==> src/rtl/bcd_pkg.sv <==
// Shared definitions for the BCD counter slice.
//   BCD_W          width of one decade digit
//   BCD_MAX        largest legal digit value
//   MAX_DIGITS     widest counter supported by the helpers
//   is_bcd()       1 when a nibble holds a legal decimal digit
//   all_digits_eq  1 when the low n digits of a vector all equal val
package bcd_pkg;

  localparam int          BCD_W      = 4;
  localparam logic [3:0]  BCD_MAX    = 4'd9;
  localparam int          MAX_DIGITS = 8;

  function automatic logic is_bcd(input logic [BCD_W-1:0] nib);
    return (nib <= BCD_MAX);
  endfunction

  function automatic logic all_digits_eq(input logic [MAX_DIGITS*BCD_W-1:0] v,
                                         input logic [BCD_W-1:0]            val,
                                         input int                          n);
    logic r;
    r = 1'b1;
    for (int k = 0; k < MAX_DIGITS; k++)
      if (k < n && v[k*BCD_W +: BCD_W] != val) r = 1'b0;
    return r;
  endfunction

endpackage

==> src/rtl/bcd_digit.sv <==
// One decade cell of the BCD counter.
//   CLK, CLR  clock and asynchronous active-high clear (shared with the top)
//   inc, dec  step the digit up/down by one, wrapping 9->0 and 0->9
//   load, d   parallel load; d is already validated by the caller
//   q         current digit value
//   at9, at0  digit is at 9 / 0, used to build the ripple carry/borrow
module bcd_digit
  import bcd_pkg::*;
(
  input  logic             CLK,
  input  logic             CLR,
  input  logic             inc,
  input  logic             dec,
  input  logic             load,
  input  logic [BCD_W-1:0] d,
  output logic [BCD_W-1:0] q,
  output logic             at9,
  output logic             at0
);

  assign at9 = (q == BCD_MAX);
  assign at0 = (q == '0);

  // The top never asserts more than one of load/inc/dec, so the order
  // below only matters for robustness.
  always_ff @(posedge CLK or posedge CLR) begin
    if (CLR)       q <= '0;
    else if (load) q <= d;
    else if (inc)  q <= at9 ? '0 : q + 4'd1;
    else if (dec)  q <= at0 ? BCD_MAX : q - 4'd1;
  end

endmodule

==> src/rtl/bcd_counter_ndigit.sv <==
// Multi-digit BCD up/down counter built from cascaded decade cells.
//   CLK, CLR   clock, asynchronous active-high clear of all state
//   ENABLE     qualifies both counting and loading
//   LOAD, D    parallel load; rejected when any nibble of D exceeds 9
//   UP         count direction (1 = up)
//   Q          counter value, digit k in Q[4k+3:4k]
//   CO         registered pulse after an enabled count at the terminal value
//   RCO        combinational cascade carry, drives the next ENABLE
//   LOAD_ERR   registered one-cycle pulse on a rejected load
module bcd_counter_ndigit
  import bcd_pkg::*;
#(
  parameter int NDIGITS  = 4,
  parameter bit SATURATE = 1'b0
)(
  input  logic                     CLK,
  input  logic                     CLR,
  input  logic                     ENABLE,
  input  logic                     LOAD,
  input  logic                     UP,
  input  logic [BCD_W*NDIGITS-1:0] D,
  output logic [BCD_W*NDIGITS-1:0] Q,
  output logic                     CO,
  output logic                     RCO,
  output logic                     LOAD_ERR
);

  logic [NDIGITS-1:0] at9, at0, inc, dec, dig_ok;
  logic [NDIGITS:0]   carry, borrow;
  logic               count_req, term, cnt_en, d_ok, load_ok, load_bad;

  // carry[k]/borrow[k]: every digit below k is at 9 / at 0. The top bit of
  // each chain is the terminal-count condition for that direction.
  assign carry[0]  = 1'b1;
  assign borrow[0] = 1'b1;

  for (genvar g = 0; g < NDIGITS; g++) begin : g_dig
    assign carry[g+1]  = carry[g]  & at9[g];
    assign borrow[g+1] = borrow[g] & at0[g];
    assign dig_ok[g]   = is_bcd(D[g*BCD_W +: BCD_W]);
    assign inc[g]      = cnt_en &  UP & carry[g];
    assign dec[g]      = cnt_en & ~UP & borrow[g];

    bcd_digit u_dig (
      .CLK  (CLK),
      .CLR  (CLR),
      .inc  (inc[g]),
      .dec  (dec[g]),
      .load (load_ok),
      .d    (D[g*BCD_W +: BCD_W]),
      .q    (Q[g*BCD_W +: BCD_W]),
      .at9  (at9[g]),
      .at0  (at0[g])
    );
  end

  assign count_req = ENABLE & ~LOAD;
  assign term      = UP ? carry[NDIGITS] : borrow[NDIGITS];
  assign RCO       = count_req & term;
  // Wrap falls out of the per-digit 9->0 / 0->9 rule; saturation just
  // suppresses the step at the terminal value.
  assign cnt_en    = count_req & ~(SATURATE & term);

  assign d_ok      = &dig_ok;
  assign load_ok   = ENABLE & LOAD &  d_ok;
  assign load_bad  = ENABLE & LOAD & ~d_ok;

  always_ff @(posedge CLK or posedge CLR) begin
    if (CLR) begin
      CO       <= 1'b0;
      LOAD_ERR <= 1'b0;
    end else begin
      CO       <= RCO;
      LOAD_ERR <= load_bad;
    end
  end

endmodule

==> config.mk <==
export PLATFORM = sky130hd
export DESIGN_NAME = bcd_counter_ndigit
export DESIGN_NICKNAME = d
export VERILOG_FILES = /design/src/rtl/bcd_pkg.sv /design/src/rtl/bcd_digit.sv /design/src/rtl/bcd_counter_ndigit.sv
export SDC_FILE = /design/constraint.sdc
export NUM_CORES = 1
export LEC_CHECK = 0
export CORE_MARGIN = 2
export CORE_UTILIZATION = 44
export CTS_BUF_LIST = sky130_fd_sc_hd__clkbuf_2
export DETAILED_ROUTE_END_ITERATION = 7
export GPL_TIMING_DRIVEN = 0
export PLACE_DENSITY_LB_ADDON = 0.1
export SYNTH_ARGS = -nofsm -noshare
export SYNTH_HDL_FRONTEND = slang
export SYNTH_SLANG_ARGS = --single-unit
==> constraint.sdc <==
create_clock -name CLK -period 2.8 [get_ports CLK]
set_input_delay 0.7 -clock CLK [delete_from_list [all_inputs] [get_ports CLK]]
set_output_delay 0.7 -clock CLK [all_outputs]
set_load 0.01 [all_outputs]
==> flow_metrics.tcl <==
set metrics [dict create \
    status "finished, final reports clean" \
    synth-edff-count 0 \
    fin_ws_ns 0.1163 \
    areaGrowthSynthToFinish_pct 35.12 \
    fin_skew_ns 0.02869 \
    crit_chain "dlygate4sd2_1 > nor3b_4 > nand4_1 > nor3_2 > o21a_1 > clkbuf_2" \
    critPathTopFamily "simple AND/OR/NAND/NOR gates" \
    cpPeakStageDelay_ns 0.29 \
    io_pins 40 \
    die_h_um 66.28 \
    fill_cells 344 \
    drive_gt1_share_pct 16.98 \
    cts_max_level 1 \
    worst_pin_slew_ns 0.7508 \
    synth_common_cells "nand2_1, dfrtp_1, o21ai_0" \
    fin_crit_ns 2.684 \
    slew_headroom_pct 49.89 \
    grt_antenna_before_repair 0 \
    grt_max_degree 19 \
    dr.pass1.iters 4 \
    tritoncts "built" \
    clk-insertion-delay-late_ns 0.33 \
    setup_violations 0 \
    dieArea_mm2 0.004393 \
    core_mm2 0.003689 \
    cap_violations 0 \
    synth_top_area_share_pct 26.39 \
    rows 22 \
    cp_data_arrival_time_ns 1.98 \
    worst-path-buf-inv 2 \
    vias 1788 \
    drc 0 \
    synth_cells 212 \
    overflow 0 \
    dpl.hpwl_um 3227 \
    ys_top_cells_by_area "dfrtp_1, o21ai_0, nand2_1" \
    critPathCaptureType "primary output" \
    synth_flop_cell "dfrtp_1" \
    synth_fp_nets 233 \
    vdd_drop_max_mv 0.4352 \
    path_class "primary input to primary output" \
    synth_cell_types 47 \
    synth.most_common_cell "nand2_1" \
    drtIter0Drc 170 \
    syn_area_mm2 0.001707 \
    ys_seq_elements 18 \
    grt_pass1_vias 1619 \
    via_per_inst 5.712 \
    crit_path_start_kind "primary input" \
    numCtsBuffers 3 \
    ys_warn_count 0 \
    grt_use_total_pct 22.44 \
    finalHoldViolations 0 \
    syn_area_per_cell_um2 8.050 \
    async_flop_share_pct 100.0 \
    start_util_pct 46.27 \
    die_x_um 66.28 \
    powerDensity_mw_per_mm2 803.2 \
    slowest_stage "dlygate4sd2_1" \
    preCtsSetupSlack_ns -0.8672 \
    drv_slew 0 \
    io_buffers 39 \
    cts_hold_buf 0 \
    dp_cells 299 \
    min_path_type "register to register" \
    cts.clk_slew.worst_paths_ns 0.20 \
    fin_cells 313 \
    final_util_pct 62.52 \
    cts.path.max_buffers 2 \
    place_congestion 0.8750 \
    drtAntennaViolNets 0 \
    crit_fanout 5 \
    wl_per_cell_um 14.63 \
    max_clock_freq_mhz 372.6 \
    required_ns 2.10 \
    clockRootBuffer "clkbuf_2" \
    cts_sinks 18 \
    nets 287 \
    antenna_cells 0 \
    synth_seq_area_share_pct 26.39 \
    period_share_pct 95.85 \
    power.leakage_uw 0.0008950 \
    route.final.wire_length_um 4580 \
    grt_pass1_wl_um 7700 \
    yosys.area.top_type "dfrtp_1" \
]
## cell families (layout without fill, tap and decap cells)
group                     after synthesis  in the layout  synth area share, %
AOI/OAI and AO/OA                      63             63                23.53
xor gates and xnor gates                7              7                3.592
buffers and inverters                  26             79                9.237
DFF                                    18             18                26.39
muxes                                   3              3                1.760
and+or+nand+nor                        95             95                35.48
## report_power, final
| group | switching (uW) | internal, uW | total, uW |
|---|---|---|---|
| logic | 641 | 627 | 1270 |
| clock network | 88.1 | 31.0 | 119 |
| registers | 113 | 353 | 466 |
## worst reg2reg max path, delay by kind of cell (launching register included)
| family | cells | cell delay, ns |
|---|---|---|
| buffers and inverters | 4 | 0.62 |
| AOI/OAI and AO/OA | 2 | 0.23 |
| DFF | 1 | 0.44 |
| and+or+nand+nor | 3 | 0.63 |
## worst paths after layout
| path | startpoint | end | slack [ns] | depth (start not counted) |
|---|---|---|---|---|
| max | ENABLE | RCO | 0.12 | 6 |
| min | g_dig[2].u_dig.q[1]$_DFFE_PP0P_ | g_dig[2].u_dig.q[1]$_DFFE_PP0P_ | 0.66 | 2 |
| max reg2reg | g_dig[0].u_dig.q[1]$_DFFE_PP0P_ | g_dig[3].u_dig.q[3]$_DFFE_PP0P_ | 0.78 | 9 |
| min reg2reg | g_dig[2].u_dig.q[1]$_DFFE_PP0P_ | g_dig[2].u_dig.q[1]$_DFFE_PP0P_ | 0.66 | 2 |
| max in group asynchronous | CLR | g_dig[3].u_dig.q[2]$_DFFE_PP0P_ | 1.54 | 2 |
| min in group asynchronous | CLR | g_dig[2].u_dig.q[2]$_DFFE_PP0P_ | 0.77 | 2 |
## metal layers
layer  up-vias  GRT usage, %  wire [um]
met5         -             0          0
met4         0         9.184         81
met3         9         2.896        174
met2        41         34.00       2122
met1       848         31.93       2201
li1        890             -          -
## placed cells by master, fill, tap and decap left out, types with 6 or more instances in the layout
master           synthesis  routed
buf_6                    5       6
nor2_1                  16      15
nor2b_1                  8       8
nand2_1                 19      19
clkdlybuf4s50_1          0      35
clkbuf_1                 7       6
o21ai_0                 17      17
buf_4                    5      15
a31oi_1                  9       9
a21oi_1                  8       8
inv_1                    6       6
nor3_1                   8       7
dfrtp_1                 18      18
o21ai_1                  9       9
nand4_1                  7       7
## registers in the layout, summed over array words and instances (netlist names)
register,flops
g_dig.u_dig.q,16
CO,1
LOAD_ERR,1
## layout make-up
class | count | area [um2] | share of cell area [%]
inverter | 6 | 22.52 | 0.9767
clock inverter | 1 | 3.754 | 0.1628
multi-input combinational | 168 | 1156 | 50.14
tap | 48 | 60.06 | 2.604
clock buffer | 3 | 15.01 | 0.6511
timing repair buffer | 49 | 455.4 | 19.75
sequential | 18 | 450.4 | 19.53
buffer | 20 | 142.6 | 6.186
## timing repair
item / 4_1_cts / 5_1_grt
setup buffers: 4 / 6
setup endpoints to repair: 1 / 1
resized for setup: 15 / 10
pin swaps: 5 / 5
## stage by stage
stage / TNS (ns) / area, um2 / hold slack, ns / power [uW]
final: 0 / 2306 / 0.6575 / 1852
after global routing: -0.03284 / 2306 / 0.7082 / 2011
after CTS: 0 / 2247 / 0.7187 / 1770
after detailed placement: -1.335 / 2157 / 0.6715 / 1587
after global placement: -1.316 / 2157 / 0.6672 / 1583
after floorplan: 0 / 1707 / 0.6386 / 1216
Note: power is estimated with default switching activity, not from simulation.
